`config.mk`:
```
export PLATFORM = sky130hd
export DESIGN_NAME = tri_det_seq_flat
export DESIGN_NICKNAME = d
export VERILOG_FILES = /design/src/rtl/tri_det_seq_if.sv /design/src/rtl/tri_det_seq.sv /design/src/flat_wrapper.sv
export SDC_FILE = /design/constraint.sdc
export NUM_CORES = 1
export LEC_CHECK = 0
export CAP_MARGIN = 20
export CORE_MARGIN = 8
export CORE_UTILIZATION = 55
export CTS_CLUSTER_DIAMETER = 150
export DETAILED_ROUTE_END_ITERATION = 10
export PLACE_DENSITY = 0.85
export SETUP_SLACK_MARGIN = 0.05
export SLEW_MARGIN = 20
export SYNTH_ARGS = -nofsm -noshare
export SYNTH_HDL_FRONTEND = slang
export SYNTH_SLANG_ARGS = --single-unit
```
`constraint.sdc`:
```
create_clock -name clk -period 10.95 [get_ports clk]
set_input_delay 2.19 -clock clk [delete_from_list [all_inputs] [get_ports clk]]
set_output_delay 2.19 -clock clk [all_outputs]
set_load 0.005 [all_outputs]
```
`src/rtl/tri_det_seq_if.sv`:
```
// Vertex-in / determinant-out bus for tri_det_seq.
// Optional feature macro: TRI_DET_ABS_EN adds the det_abs signal.
interface tri_det_seq_if #(
  parameter int XW = 10,
  parameter int YW = 9
);
  localparam int DW = XW + YW + 3;

  logic                 in_valid;
  logic                 in_ready;
  logic [XW-1:0]        in_x;
  logic [YW-1:0]        in_y;
  logic                 out_valid;
  logic                 out_ready;
  logic signed [DW-1:0] det;
  logic [1:0]           orient;
`ifdef TRI_DET_ABS_EN
  logic [DW-2:0]        det_abs;
`endif

`ifdef TRI_DET_ABS_EN
  modport master (
    output in_valid, in_x, in_y, out_ready,
    input  in_ready, out_valid, det, orient, det_abs
  );
  modport slave (
    input  in_valid, in_x, in_y, out_ready,
    output in_ready, out_valid, det, orient, det_abs
  );
`else
  modport master (
    output in_valid, in_x, in_y, out_ready,
    input  in_ready, out_valid, det, orient
  );
  modport slave (
    input  in_valid, in_x, in_y, out_ready,
    output in_ready, out_valid, det, orient
  );
`endif
endinterface

```
`src/rtl/tri_det_seq.sv`:
```
// Sequential triangle determinant:
//   D = Ax*By + Bx*Cy + Cx*Ay - Ax*Cy - Bx*Ay - Cx*By
// Three vertices are taken one per handshake, then a single shared
// multiplier accumulates the six products over six cycles. The result
// is held on a valid/ready output with an orientation code
// (01 CCW, 10 CW, 00 degenerate).
// Optional feature macro: TRI_DET_ABS_EN adds a registered |D| output.
module tri_det_seq #(
  parameter int XW = 10,
  parameter int YW = 9
) (
  input  logic         clk,
  input  logic         rst,
  tri_det_seq_if.slave bus
);
  localparam int PW = XW + YW;
  localparam int DW = PW + 3;

  typedef enum logic [2:0] {
    LOAD_A,
    LOAD_B,
    LOAD_C,
    MUL,
    DONE
  } state_t;

  state_t state_q, state_d;

  logic [XW-1:0] ax_q, bx_q, cx_q;
  logic [YW-1:0] ay_q, by_q, cy_q;
  logic signed [DW-1:0] acc_q;
  logic signed [DW-1:0] det_q;
  logic [1:0]           orient_q;
  logic [2:0]           step_q;

  logic in_ready, out_valid;
  logic load_a, load_b, load_c, mul_en, last_step;

  logic [XW-1:0]        mul_x;
  logic [YW-1:0]        mul_y;
  logic                 mul_sub;
  logic [PW-1:0]        prod;
  logic signed [DW-1:0] prod_ext;
  logic signed [DW-1:0] sum_d;
  logic [1:0]           orient_d;

  assign last_step = (step_q == 3'd5);

  // State register; reset has priority over any handshake on the same edge.
  // NOTE: sequential state is updated with non-blocking assignments so every
  // flop samples pre-edge values regardless of statement order.
  always_ff @(posedge clk) begin
    if (rst) state_q <= LOAD_A;
    else     state_q <= state_d;
  end

  // Next-state and handshake decode.
  // NOTE: every output of this block gets a default first, so no path can
  // leave one unassigned and infer a latch.
  always_comb begin
    state_d   = state_q;
    in_ready  = 1'b0;
    out_valid = 1'b0;
    load_a    = 1'b0;
    load_b    = 1'b0;
    load_c    = 1'b0;
    mul_en    = 1'b0;
    unique case (state_q)
      LOAD_A: begin
        in_ready = 1'b1;
        if (bus.in_valid) begin
          load_a  = 1'b1;
          state_d = LOAD_B;
        end
      end
      LOAD_B: begin
        in_ready = 1'b1;
        if (bus.in_valid) begin
          load_b  = 1'b1;
          state_d = LOAD_C;
        end
      end
      LOAD_C: begin
        in_ready = 1'b1;
        if (bus.in_valid) begin
          load_c  = 1'b1;
          state_d = MUL;
        end
      end
      MUL: begin
        mul_en = 1'b1;
        if (last_step) state_d = DONE;
      end
      DONE: begin
        out_valid = 1'b1;
        if (bus.out_ready) state_d = LOAD_A;
      end
      default: state_d = LOAD_A;
    endcase
  end

  // Operand schedule for the shared multiplier: three positive then three
  // negative cross products.
  always_comb begin
    mul_x   = ax_q;
    mul_y   = by_q;
    mul_sub = 1'b0;
    case (step_q)
      3'd0: begin mul_x = ax_q; mul_y = by_q; end
      3'd1: begin mul_x = bx_q; mul_y = cy_q; end
      3'd2: begin mul_x = cx_q; mul_y = ay_q; end
      3'd3: begin mul_x = ax_q; mul_y = cy_q; mul_sub = 1'b1; end
      3'd4: begin mul_x = bx_q; mul_y = ay_q; mul_sub = 1'b1; end
      3'd5: begin mul_x = cx_q; mul_y = by_q; mul_sub = 1'b1; end
      default: ;
    endcase
  end

  // Unsigned product, zero-extended into the signed accumulator domain.
  assign prod     = {{YW{1'b0}}, mul_x} * {{XW{1'b0}}, mul_y};
  assign prod_ext = $signed({{(DW-PW){1'b0}}, prod});
  assign sum_d    = mul_sub ? (acc_q - prod_ext) : (acc_q + prod_ext);

  // Orientation of the running sum; only captured on the last step.
  always_comb begin
    if (sum_d == '0)       orient_d = 2'b00;
    else if (sum_d[DW-1])  orient_d = 2'b10;
    else                   orient_d = 2'b01;
  end

`ifdef TRI_DET_ABS_EN
  logic [DW-2:0] abs_d;
  logic [DW-2:0] det_abs_q;

  // |D| never reaches 2^(DW-2), so the top bit can be dropped safely.
  assign abs_d = sum_d[DW-1] ? (~sum_d[DW-2:0] + 1'b1) : sum_d[DW-2:0];

  // Magnitude register, written on the same edge as det.
  always_ff @(posedge clk) begin
    if (rst)                      det_abs_q <= '0;
    else if (mul_en && last_step) det_abs_q <= abs_d;
  end

  assign bus.det_abs = det_abs_q;
`endif

  // Vertex capture, accumulation and result registers.
  // NOTE: the vertex registers are reset too, so a restart can never expose
  // coordinates from a triangle that was abandoned mid-load.
  always_ff @(posedge clk) begin
    if (rst) begin
      ax_q     <= '0;
      ay_q     <= '0;
      bx_q     <= '0;
      by_q     <= '0;
      cx_q     <= '0;
      cy_q     <= '0;
      acc_q    <= '0;
      step_q   <= '0;
      det_q    <= '0;
      orient_q <= 2'b00;
    end else begin
      if (load_a) begin
        ax_q <= bus.in_x;
        ay_q <= bus.in_y;
      end
      if (load_b) begin
        bx_q <= bus.in_x;
        by_q <= bus.in_y;
      end
      if (load_c) begin
        cx_q   <= bus.in_x;
        cy_q   <= bus.in_y;
        acc_q  <= '0;
        step_q <= '0;
      end else if (mul_en) begin
        acc_q  <= sum_d;
        step_q <= step_q + 3'd1;
        if (last_step) begin
          det_q    <= sum_d;
          orient_q <= orient_d;
        end
      end
    end
  end

  assign bus.in_ready  = in_ready;
  assign bus.out_valid = out_valid;
  assign bus.det       = det_q;
  assign bus.orient    = orient_q;

endmodule

```
`src/flat_wrapper.sv`:
```
// flat-port wrapper written by rule: the top's interface ports become plain ports
module tri_det_seq_flat 
#(
  parameter int XW = 10,
  parameter int YW = 9
)
  (clk, rst, bus_in_valid, bus_in_x, bus_in_y, bus_out_ready, bus_in_ready, bus_out_valid, bus_det, bus_orient);
  tri_det_seq_if #(.XW(XW), .YW(YW)) bus_i ();
  input  logic clk;
  input  logic rst;
  input wire logic [$bits(bus_i.in_valid)-1:0] bus_in_valid;
  input wire logic [$bits(bus_i.in_x)-1:0] bus_in_x;
  input wire logic [$bits(bus_i.in_y)-1:0] bus_in_y;
  input wire logic [$bits(bus_i.out_ready)-1:0] bus_out_ready;
  output wire logic [$bits(bus_i.in_ready)-1:0] bus_in_ready;
  output wire logic [$bits(bus_i.out_valid)-1:0] bus_out_valid;
  output wire logic [$bits(bus_i.det)-1:0] bus_det;
  output wire logic [$bits(bus_i.orient)-1:0] bus_orient;
  assign bus_i.in_valid = bus_in_valid;
  assign bus_i.in_x = bus_in_x;
  assign bus_i.in_y = bus_in_y;
  assign bus_i.out_ready = bus_out_ready;
  assign bus_in_ready = bus_i.in_ready;
  assign bus_out_valid = bus_i.out_valid;
  assign bus_det = bus_i.det;
  assign bus_orient = bus_i.orient;
  tri_det_seq #(.XW(XW), .YW(YW)) u_core (.clk(clk), .rst(rst), .bus(bus_i));
endmodule
```
==> impl_metrics.csv <==
group,metric,value,unit
layout,utilization,0.624,
synth,synth_fp_nets,1241,
layout,fin_nets,1276,
clock_network,clkLatencyLatePin,0.36,ns
floorplanning,placementRows,46,
sta,maxSlewViolCount,0,
sta,fin_crit_share,0.902,
floorplanning,initial_core_util,0.557,
power_and_ir_drop,power.density_cell_area,122,nW/um2
global_routing,total_congestion_overflow,0,
power_and_ir_drop,cellInternalPower,0.000774,W
synth,synthesis.area_per_instance,8.00,um2
power_and_ir_drop,finalPower,0.00120,W
routing,drtAntennaViolNets,0,
global_routing,grt_most_used_layer,"met2",
layout,layout-area-overhead-vs-synth,11.9,%
clock_network,post-cts-setup-buffers,0,
synth,synth_async_sr_flop_share,0,
sta,finClkSkew,0.0126,ns
sta,setup_viol,0,
hold_path,min-delay-path-class,"flip-flop to flip-flop",
routing,drtIter0Drc,717,
sta,max_slew_margin,0.251,
sta,final.hold.worst_slack,0.454,ns
layout,multi_input_area,6030,um2
global_routing,largest_net_degree_at_the_start_of_global_routing,85,
critical_path,cp_slowest_stage_delay,0.75,ns
synth,synth_largest_type_area_fraction,0.249,
sta,tightest_slew,1.12,ns
power_and_ir_drop,power.sequential.fraction,0.348,
clock_network,clk_path_buf_depth,2,
critical_path,cp_required,11.19,ns
synth,yosys-top-cells-area,"sky130_fd_sc_hd__dfxtp_1 (25%), sky130_fd_sc_hd__fa_1 (13%), sky130_fd_sc_hd__ha_1 (9.3%), sky130_fd_sc_hd__nand2_1 (8.6%), sky130_fd_sc_hd__a21oi_1 (7.2%)",
placed_design,detailedPlacementHpwl,16400,um
critical_path,worst_setup_path_start_kind,"flip-flop",
floorplanning,floorplan.core_area,15700,um2
sta,setup_tns,0,ns
power_and_ir_drop,netSwitchingFraction,0.353,
hold_path,hold_path_depth,2,
synth,number_of_synthesis_warnings,0,
routing,detail_route.drc_violations,0,
routing,vias_per_cell,5.80,
critical_path,worst-r2r-cell-count,32,
routing,postRouteWirelength,22300,um
synth,synthDominantAreaCellType,"sky130_fd_sc_hd__dfxtp_1",
layout,finalNonFillerCells,1351,
critical_path,worstSetupPathType,"flip-flop to flip-flop",
global_routing,grtUsageMet1,0.295,
synth,synthDistinctLibCells,74,
layout,drive_gt1_frac,0.0634,
routing,detailedRoute.firstPassIterationCount,9,
synth,syn-cell-area,8760,um2
sta,layout_min_cycle_time,9.88,ns
routing,routed_wire_length_per_instance,16.5,um
global_routing,global_router_s_overall_resource_usage,0.223,
placed_design,globalplace.congestion,0.942,
placed_design,placedCellCount,1333,
global_routing,first_pass_grt_wire_length,36700,um
clock_network,cts.sinks,109,
clock_network,cts_resized,0,
synth,ys_seq_elements,109,
synth,post-synth-top-count-cell,"sky130_fd_sc_hd__nand2_1",
sta,timing.final.hold_violations,0,
power_and_ir_drop,pwr-share-comb,0.345,
clock_network,h-tree-depth,3,
layout,ff_latch_area,2180,um2
status,status,"complete, no violations",
power_and_ir_drop,worst_case_vdd_ir_drop,0.116,mV
synth,ys_seq_area_frac,0.249,
clock_network,tritoncts_buffers,9,
synth,netlist_instances,1095,
critical_path,worst-path-max-fanout,11,
critical_path,cp_data_arrival_time,10.12,ns
power_and_ir_drop,total_leakage_power,4.10,nW
global_routing,vias_in_the_first_global_route,7522,
critical_path,crit_path_end_kind,"flip-flop",
power_and_ir_drop,switchingPower,0.000423,W
floorplanning,die_width,142,um
synth,most_common_library_cells_after_synthesis,"sky130_fd_sc_hd__nand2_1 (200), sky130_fd_sc_hd__a21oi_1 (126), sky130_fd_sc_hd__dfxtp_1 (109)",
routing,vias,7840,
critical_path,cp_max_stage_cell,"sky130_fd_sc_hd__nor2b_1",
placed_design,port_buffers,48,
clock_network,clock_tree.root_cell,"sky130_fd_sc_hd__clkbuf_16",
floorplanning,top_level_ports,49,
clock_network,holdBufCountCts,0,
synth,synth_ff_type,"sky130_fd_sc_hd__dfxtp_1",
layout,n_antenna_cell,0,
clock_network,tritoncts,"yes",
global_routing,number_of_antenna_violations_at_the_first_check_in_global_routing,0,
floorplanning,floorplan.die_area,20200,um2
layout,fillers,1285,
sta,rsz0062_at_grt,"no",
job,cap_violations,0,
sta,fmax,101,MHz
power_and_ir_drop,power.share.clock,0.307,
synth,synth_edf_count,0,
global_routing,met3_usage,0.0376,
clock_network,clk_transition_reported_paths,0.08,ns
global_routing,met2_resource_use_gr,0.364,
floorplanning,die-height,142,um
-- path summary, 6_finish.rpt --
check | from | end | slack, ns
worst max-delay path | u_core.step_q[0] | u_core.acc_q[21] | 1.07
worst min-delay path | u_core.bus.det[10] | u_core.bus.det[10] | 0.45
worst min register to register | u_core.bus.det[10] | u_core.bus.det[10] | 0.45
worst max register to register | u_core.step_q[0] | u_core.acc_q[21] | 1.07
-- through the flow --
stage / worst slack (ns) / cell area (um2)
2_1_floorplan: 2.49 / 8760
3_3_place_gp: 1.54 / 9460
6_report: 1.07 / 9800
5_1_grt: 0.492 / 9800
4_1_cts: 1.11 / 9790
3_5_place_dp: 1.20 / 9460
-- worst max-delay path, delay by kind of cell, from the launching register on --
family,cells,cell delay (ns)
and+or+nand+nor,11,3.53
DFF,1,0.43
adders and majority gates,7,2.98
buffers and inverters,5,0.52
muxes,1,0.71
AOI/OAI and AO/OA,7,1.38
xor gates and xnor gates,1,0.20
-- registers in the layout, indices dropped and copies added, names as in the netlist, 9 cells and up --
| register | cells |
|---|---|
| u_core.acc_q | 22 |
| u_core.ax_q | 10 |
| u_core.ay_q | 9 |
| u_core.bus.det | 22 |
| u_core.bx_q | 10 |
| u_core.by_q | 9 |
| u_core.cx_q | 10 |
| u_core.cy_q | 9 |
-- per-layer routing --
layer	share of wire	vias to the layer above	wire (um)
met5	0	-	0
met4	0.018	0	395
met1	0.45	3758	10100
li1	-	3766	-
met2	0.47	277	10400
met3	0.060	39	1340
-- final cells by class --
cell class / count / area share
sequential: 109 / 0.223
clock inverter: 6 / 0.00945
multi-input combinational: 844 / 0.615
clock buffer: 10 / 0.0244
inverter: 98 / 0.0375
tap: 216 / 0.0276
timing repair buffer: 68 / 0.0633
-- power by group through the flow --
stage / Combinational, W / Clock (W) / Sequential [W]
finish: 0.000413 / 0.000367 / 0.000416
global route: 0.000446 / 0.000384 / 0.000418
CTS: 0.000403 / 0.000369 / 0.000416
detailed placement: 0.000397 / 0 / 0.000425
global placement: 0.000390 / 0 / 0.000425
floorplan: 0.000299 / 0 / 0.000422
-- kinds of logic (layout without fill, tap and decap cells) --
| logic type | after synthesis | after routing | share of synthesized area |
|---|---|---|---|
| AOI/OAI and AO/OA | 253 | 253 | 0.187 |
| xor gates and xnor gates | 46 | 46 | 0.0460 |
| adders and majority gates | 123 | 123 | 0.225 |
| buffers and inverters | 142 | 182 | 0.0639 |
| DFF | 109 | 109 | 0.249 |
| muxes | 5 | 5 | 0.00600 |
| and+or+nand+nor | 417 | 417 | 0.223 |
-- cell usage in the layout (no fill, tap or decap), drive strengths merged, types with 10 or more instances in the layout --
| cell type | instances |
|---|---|
| nand2 | 200 |
| a21oi | 126 |
| dfxtp | 109 |
| inv | 100 |
| nor2 | 89 |
| ha | 65 |
| fa | 58 |
| clkdlybuf4s50 | 47 |
| xnor2 | 28 |
| nand2b | 27 |
| o21ai | 26 |
| nor2b | 20 |
| or2 | 19 |
| buf | 19 |
| xor2 | 18 |
| a211oi | 18 |
| clkbuf | 12 |
| a21o | 10 |
| o21a | 10 |
| nand3 | 10 |
Note: power is estimated with default switching activity, not from simulation.
